--- config.mk ---
export PLATFORM = sky130hd
export DESIGN_NAME = serializer_buf
export DESIGN_NICKNAME = d
export VERILOG_FILES = /design/src/rtl/serializer_buf.sv
export SDC_FILE = /design/constraint.sdc
export NUM_CORES = 1
export LEC_CHECK = 0
export CAP_MARGIN = 20
export CORE_ASPECT_RATIO = 1.5
export CORE_MARGIN = 4
export CORE_UTILIZATION = 37
export DETAILED_ROUTE_END_ITERATION = 8
export PLACE_DENSITY_LB_ADDON = 0.3
export SKIP_CTS_REPAIR_TIMING = 1
export SYNTH_ARGS = -nofsm -noshare
export SYNTH_HDL_FRONTEND = slang
export SYNTH_SLANG_ARGS = --single-unit
export TNS_END_PERCENT = 20
--- constraint.sdc ---
create_clock -name clk_i -period 6.6 [get_ports clk_i]
set_input_delay 0.66 -clock clk_i [delete_from_list [all_inputs] [get_ports clk_i]]
set_output_delay 0.66 -clock clk_i [all_outputs]
set_load 0.03 [all_outputs]
--- src/rtl/serializer_buf.sv ---
// MSB-first parallel-to-serial converter with a one-word holding buffer.
// Words of length 1 or 2 are accepted and discarded. Back-to-back words stream with no idle cycle.
module serializer_buf #(
    parameter int DATA_W = 16,
    parameter int MOD_W  = $clog2(DATA_W)
) (
    input  logic              clk_i,
    input  logic              srst_n_i,
    input  logic [DATA_W-1:0] data_i,
    input  logic [MOD_W-1:0]  data_mod_i,
    input  logic              data_val_i,
    output logic              data_rdy_o,
    output logic              ser_data_o,
    output logic              ser_data_val_o,
    output logic              busy_o
);

    localparam int CNT_W = MOD_W + 1;

    typedef enum logic {
        IDLE_S  = 1'b0,
        SHIFT_S = 1'b1
    } state_e;

    state_e              state_q, state_d;
    logic [DATA_W-1:0]   word_q, word_d;
    logic [CNT_W-1:0]    cnt_q, cnt_d;
    logic [DATA_W-1:0]   hold_word_q, hold_word_d;
    logic [CNT_W-1:0]    hold_len_q, hold_len_d;
    logic                hold_vld_q, hold_vld_d;
    logic                ser_q, ser_d;
    logic                ser_val_q, ser_val_d;

    logic [CNT_W-1:0]    len_s;
    logic                take_s;
    logic                last_s;

    // Effective length, legality of the offered word, and last-bit detection
    always_comb begin
        if (data_mod_i == '0) begin
            len_s = CNT_W'(DATA_W);
        end else begin
            len_s = {1'b0, data_mod_i};
        end
        take_s = data_val_i && !hold_vld_q && (len_s >= CNT_W'(3));
        last_s = (state_q == SHIFT_S) && (cnt_q == CNT_W'(1));
    end

    // Shifter FSM next state, hold buffer management and output register inputs
    always_comb begin
        state_d     = state_q;
        word_d      = word_q;
        cnt_d       = cnt_q;
        hold_word_d = hold_word_q;
        hold_len_d  = hold_len_q;
        hold_vld_d  = hold_vld_q;
        ser_d       = ser_q;
        ser_val_d   = ser_val_q;
        case (state_q)
            IDLE_S: begin
                // From idle the MSB goes straight to the output so it appears one cycle after acceptance
                ser_val_d = 1'b0;
                if (hold_vld_q) begin
                    ser_d      = hold_word_q[DATA_W-1];
                    ser_val_d  = 1'b1;
                    word_d     = hold_word_q << 1;
                    cnt_d      = hold_len_q - CNT_W'(1);
                    hold_vld_d = 1'b0;
                    state_d    = SHIFT_S;
                end else if (take_s) begin
                    ser_d     = data_i[DATA_W-1];
                    ser_val_d = 1'b1;
                    word_d    = data_i << 1;
                    cnt_d     = len_s - CNT_W'(1);
                    state_d   = SHIFT_S;
                end else begin
                    state_d = IDLE_S;
                end
            end
            SHIFT_S: begin
                ser_d     = word_q[DATA_W-1];
                ser_val_d = 1'b1;
                word_d    = word_q << 1;
                cnt_d     = cnt_q - CNT_W'(1);
                if (last_s) begin
                    if (hold_vld_q) begin
                        word_d     = hold_word_q;
                        cnt_d      = hold_len_q;
                        hold_vld_d = 1'b0;
                    end else if (take_s) begin
                        word_d = data_i;
                        cnt_d  = len_s;
                    end else begin
                        state_d = IDLE_S;
                    end
                end else if (take_s) begin
                    hold_word_d = data_i;
                    hold_len_d  = len_s;
                    hold_vld_d  = 1'b1;
                end else begin
                    hold_vld_d = hold_vld_q;
                end
            end
            default: begin
                state_d    = IDLE_S;
                ser_val_d  = 1'b0;
                hold_vld_d = 1'b0;
            end
        endcase
    end

    // State and data registers with synchronous active-low reset
    always_ff @(posedge clk_i) begin
        if (!srst_n_i) begin
            state_q     <= IDLE_S;
            word_q      <= '0;
            cnt_q       <= '0;
            hold_word_q <= '0;
            hold_len_q  <= '0;
            hold_vld_q  <= 1'b0;
            ser_q       <= 1'b0;
            ser_val_q   <= 1'b0;
        end else begin
            state_q     <= state_d;
            word_q      <= word_d;
            cnt_q       <= cnt_d;
            hold_word_q <= hold_word_d;
            hold_len_q  <= hold_len_d;
            hold_vld_q  <= hold_vld_d;
            ser_q       <= ser_d;
            ser_val_q   <= ser_val_d;
        end
    end

    assign data_rdy_o     = !hold_vld_q;
    assign ser_data_o     = ser_q;
    assign ser_data_val_o = ser_val_q;
    assign busy_o         = (state_q == SHIFT_S) || hold_vld_q;

endmodule

**Word-level counts from Yosys, hierarchy flattened**

Index checks and enable logic that the tools add are counted.

- Register bits: 46

- Add/sub/neg operators: 3
- $lt $le $gt $ge: 1
- Equal/unequal tests: 3
- Mux-type cells: 24
- Bitwise logic cells: 2
- Reductions and logical operators: 7

Operator list:

| operator | number |
|---|---|
| $mux W16 | 5 |
| $pmux W16 S2 | 1 |
| $mux W5 | 6 |
| $sub A5 B1 Y5 const B | 3 |
| $pmux W5 S2 | 1 |
| $pmux W1 S2 | 4 |
| $mux W1 | 7 |
| $eq A5 B1 Y1 const B | 1 |
| $ge A5 B2 Y1 const B | 1 |
| $logic_not A4 Y1 | 1 |
| $logic_and A1 B1 Y1 | 3 |
| $ne A3 B1 Y1 const B | 1 |
| $ne A3 B3 Y1 const B | 1 |
| $reduce_and A3 Y1 | 1 |
| $not A1 Y1 | 2 |
| $logic_not A1 Y1 | 1 |
| $logic_or A1 B1 Y1 | 1 |

**Depth between registers and ports, before layout**

- Depth in word-level cells: 8
- Gate-level depth with buffers: 10
- Gate-level depth less buffers: 7

**Least setup slack after synthesis**

Ideal clock, no wire load.

- Path kind: register to register
- Start point: reg hold_vld_q
- End point: reg cnt_q[4]
- Data arrival time: 2.170 ns
- Required time: 6.526 ns
- Path slack: 4.356 ns
- Stages on the path, launching flop included: 11
- Buffers on the path: 3
- Clock period less this slack: 2.244 ns
- Cells stage by stage: dfxtp_1 buf_2 buf_2 buf_2 mux2i_1 ha_1 nor4b_1 a31oi_1 xor2_1 a221o_1 a31oi_1

- Word-level cells in the longest chain between the ends: 7
- Elaborated cells on any way between the ends: 9
- Classes of those cells: 1 x eq/ne; 5 x mux; 3 x reduce/logical

RTL lines:

| what | RTL line | RTL |
|---|---|---|
| start, declared | 30 | `logic hold_vld_q, hold_vld_d;` |
| start signal, assigned | 129 | `hold_vld_q <= hold_vld_d;` |
| $logic_not A1 Y1 | 45 | `take_s = data_val_i && !hold_vld_q && (len_s >= CNT_W'(3));` |
| $logic_and A1 B1 Y1 (2 in series) | 45 |  |
| $mux W5 | 90 | `end else if (take_s) begin` |
| $mux W5 | 86 | `if (hold_vld_q) begin` |
| $mux W5 | 85 | `if (last_s) begin` |
| $pmux W5 S2 | 59 | `case (state_q)` |
| end signal, assigned | 126 | `cnt_q <= cnt_d;` |
| end, declared | 27 | `logic [CNT_W-1:0] cnt_q, cnt_d;` |

Parallel ways exist; a longest one is shown, timed or not.
A chain may end at the register's enable or synchronous reset.

**Worst setup path in the final report**

- Start point: reg hold_vld_q
- End point: out data_rdy_o

- Word-level cells in the longest chain between the ends: 1

RTL lines:

| what | RTL line | RTL |
|---|---|---|
| $logic_not A1 Y1 | 135 | `assign data_rdy_o = !hold_vld_q;` |
| end, declared | 12 | `output logic data_rdy_o,` |

Every way passes these cells.

==> summary.txt <==
Finish
  • Seq. cell area: ~900 µm²
  • Area growth from synthesis to layout: 12.5%
  • Antenna Cells: 0
  • Final-stage net count: 390
  • FILL cells: 799
  • Non-Filler Instances: ~460
  • Commonest non-fill, non-tap cell in the layout: nand2_1
  • Area of the multi-input gates: 1630 µm²
  • Most frequent cells in the layout: nand2_1, dfxtp_1, a21oi_1
  • Share of layout cells above drive strength 1: approximately 8%

GRT
  • GRT busiest layer: met2
  • Pin count of the biggest net entering global routing: between 40 and 50
  • Vias in the first global route: ~2.7k
  • Met2 usage: 35.0%
  • Antenna violations before repair: 0
  • Met3 Resource Use GR: 3.55%
  • First-pass GRT wire length: about 13,000 µm
  • Gr ovfl total: 0
  • Grt met1 use: between 20% and 30%
  • Overall global routing resource usage: 19.0%

Power and ir drop
  • P_leak: 0.00104 µW
  • Sw frac: 33.8%
  • Power Dens Cells: 222 nW/µm²
  • Logic pwr share: roughly 28%
  • Cell internal pwr: 454 µW
  • Net Switching: 232 µW
  • Max IR drop VDD: between 0.09 and 0.1 mV
  • Clock power frac: 24.6%
  • Sequential Power Share: a little under half

Synth
  • Main synth FF type: dfxtp_1
  • #FFs+latches synth: 46
  • Netlist cell types: just over 60
  • Register area share after synthesis: 33.5%
  • Ys Warns: 0
  • Async S/R FF share, synth: 0%
  • Post-Synthesis Cell Area: ~2700 µm²
  • Syn_nets: roughly 380
  • Avg Cell Area, Syn: slightly below 8 µm²
  • Post-Syn Instances: approximately 360
  • Post-synth EDFFs: 0

Clocking
  • Clk_lat worst skew: ~0.3 ns
  • # clock sinks: 46
  • H-tree levels: 2
  • Reg clk slew, reported paths: roughly 0.08 ns
  • CTS tree: yes
  • CTS root buf: clkbuf_8
  • Maximum clock insertion buffer count: 2
  • Total CTS buffers: 5

Floorplan
  • Rows: 38
  • Die X: slightly below 80 µm
  • # IOs: 27
  • Die Y: 114 µm
  • Core Area: just over 7000 µm²
  • Initial Util: a little under two fifths
  • Die footprint: just under 9000 µm²

Status
  • Status: finished, final reports clean

Routing
  • # DRC: 0
  • Drt total wl: 8230 µm
  • Via count: ~2.7k
  • Routed vias/inst: 5.83
  • Wire per inst: roughly 18 µm
  • 1st-pass router iterations: 4
  • Remaining antenna violation count: 0
  • Initial DRC count: around 170

Timing
  • Slew Limit Fails: 0
  • Fin. Hold Viols: 0
  • Clk_skew: 0.00578 ns
  • Setup_tns: 0 ns
  • Fin crit period: between 3 and 4 ns
  • Worst slew margin: about 54%
  • Max frequency: 312 MHz
  • Worst-margin pin slew: 0.689 ns
  • RSZ-0062 raised after global routing: no
  • Setup violators final: 0
  • Period utilization: between 40% and 50%

Setup path
  • Critical path class: flop to output pin
  • Crit-path max FO: between 40 and 50
  • Critical path arrival: between 2 and 3 ns
  • CP Capture Type: output pin
  • Flop-to-flop setup slack: 4.08 ns
  • CP required: roughly 5.9 ns
  • Startpoint types: flop

Placement
  • Routability cong.: a little under 0.9
  • Port bufs: 26
  • Final HPWL DP: 5480 µm
  • Placed cells: 456

Run
  • Max-Cap Viols: 0

Worst hold path
  • Worst hold path class: flop to flop
-- per-layer routing --
metal | up-vias | wire (µm)
li1 | 1305 | -
met1 | 1304 | 3240
met2 | 76 | 4290
met3 | 19 | 437
met4 | 0 | 259
met5 | - | 0
-- worst max-delay path, cell delays in order, from the launching register on --
cell	delay [ns]
dfxtp_1	0.32
buf_4	0.43
clkinv_1	0.70
clkdlybuf4s50_1	0.79
-- through the flow --
stage / instance area [µm²] / setup slack, ns / power, µW / hold WS [ns] / util (%)
3_5_place_dp: 2990 / 3.44 / 521 / 0.451 / 41.3
4_1_cts: 3060 / 3.39 / 687 / 0.462 / 42.4
2_1_floorplan: 2750 / 4.36 / 465 / 0.427 / -
6_report: 3090 / 3.39 / 686 / 0.457 / 42.8
5_1_grt: 3090 / 3.24 / 722 / 0.478 / 42.8
3_3_place_gp: 2990 / 3.45 / 518 / 0.440 / 41.3
-- power by group through the flow --
stage               registers (µW)  clock network [µW]  logic, µW
detailed placement             330                   0        191
finish                         324                 168        194
global route                   326                 182        214
CTS                            323                 172        192
floorplan                      324                   0        141
global placement               329                   0        189
-- cell families (layout without fill, tap and decap cells) --
| kind of cell | Yosys count | count (layout) | share of synthesized area (%) |
|---|---|---|---|
| AO/OA/AOI/OAI | 129 | 129 | 32.2 |
| XOR/XNOR | 6 | 6 | 2.19 |
| adder cells (fa/ha/maj) | 3 | 3 | 1.37 |
| buffers and inverters | 37 | 45 | 7.24 |
| flip-flops | 46 | 46 | 33.5 |
| multiplexers | 5 | 5 | 1.82 |
| AND/OR/NAND/NOR | 130 | 130 | 21.7 |
-- flip-flops by register name, summed over array words and instances, names as in the netlist --
register / cells
hold_word_q: 16
state_q: 1
hold_vld_q: 1
word_q: 16
cnt_q: 5
hold_len_q: 5
ser_data_o: 1
ser_data_val_o: 1
-- layout make-up --
class	count	area share (%)
multi-input cells	273	52.7
clock buffers	7	2.47
inverters	8	0.971
flip-flops and latches	46	29.8
repair buffers	30	10.0
well taps	100	4.05
-- synthesized netlist by cell type, types with 6 or more instances --
master    number  share of area [%]
o21ai_0       25                4.6
a22oi_1       10                2.7
inv_1          7               0.96
nand3_1        7                1.3
dfxtp_1       46                 34
buf_2          9                1.6
o32a_1         6                2.2
a21oi_1       42                7.6
clkbuf_1      11                1.5
nor2_1        21                2.9
nand2_1       71                9.7
nor3_1        10                1.8
-- path summary, 6_finish.rpt --
kind	startpoint	endpoint	cells after the start
worst max-delay path	hold_vld_q	data_rdy_o	3
worst max register to register	hold_vld_q	cnt_q[4]	8
worst min register to register	word_q[13]	word_q[14]	2
worst min-delay path	word_q[13]	word_q[14]	2
Note: power is estimated with default switching activity, not from simulation.
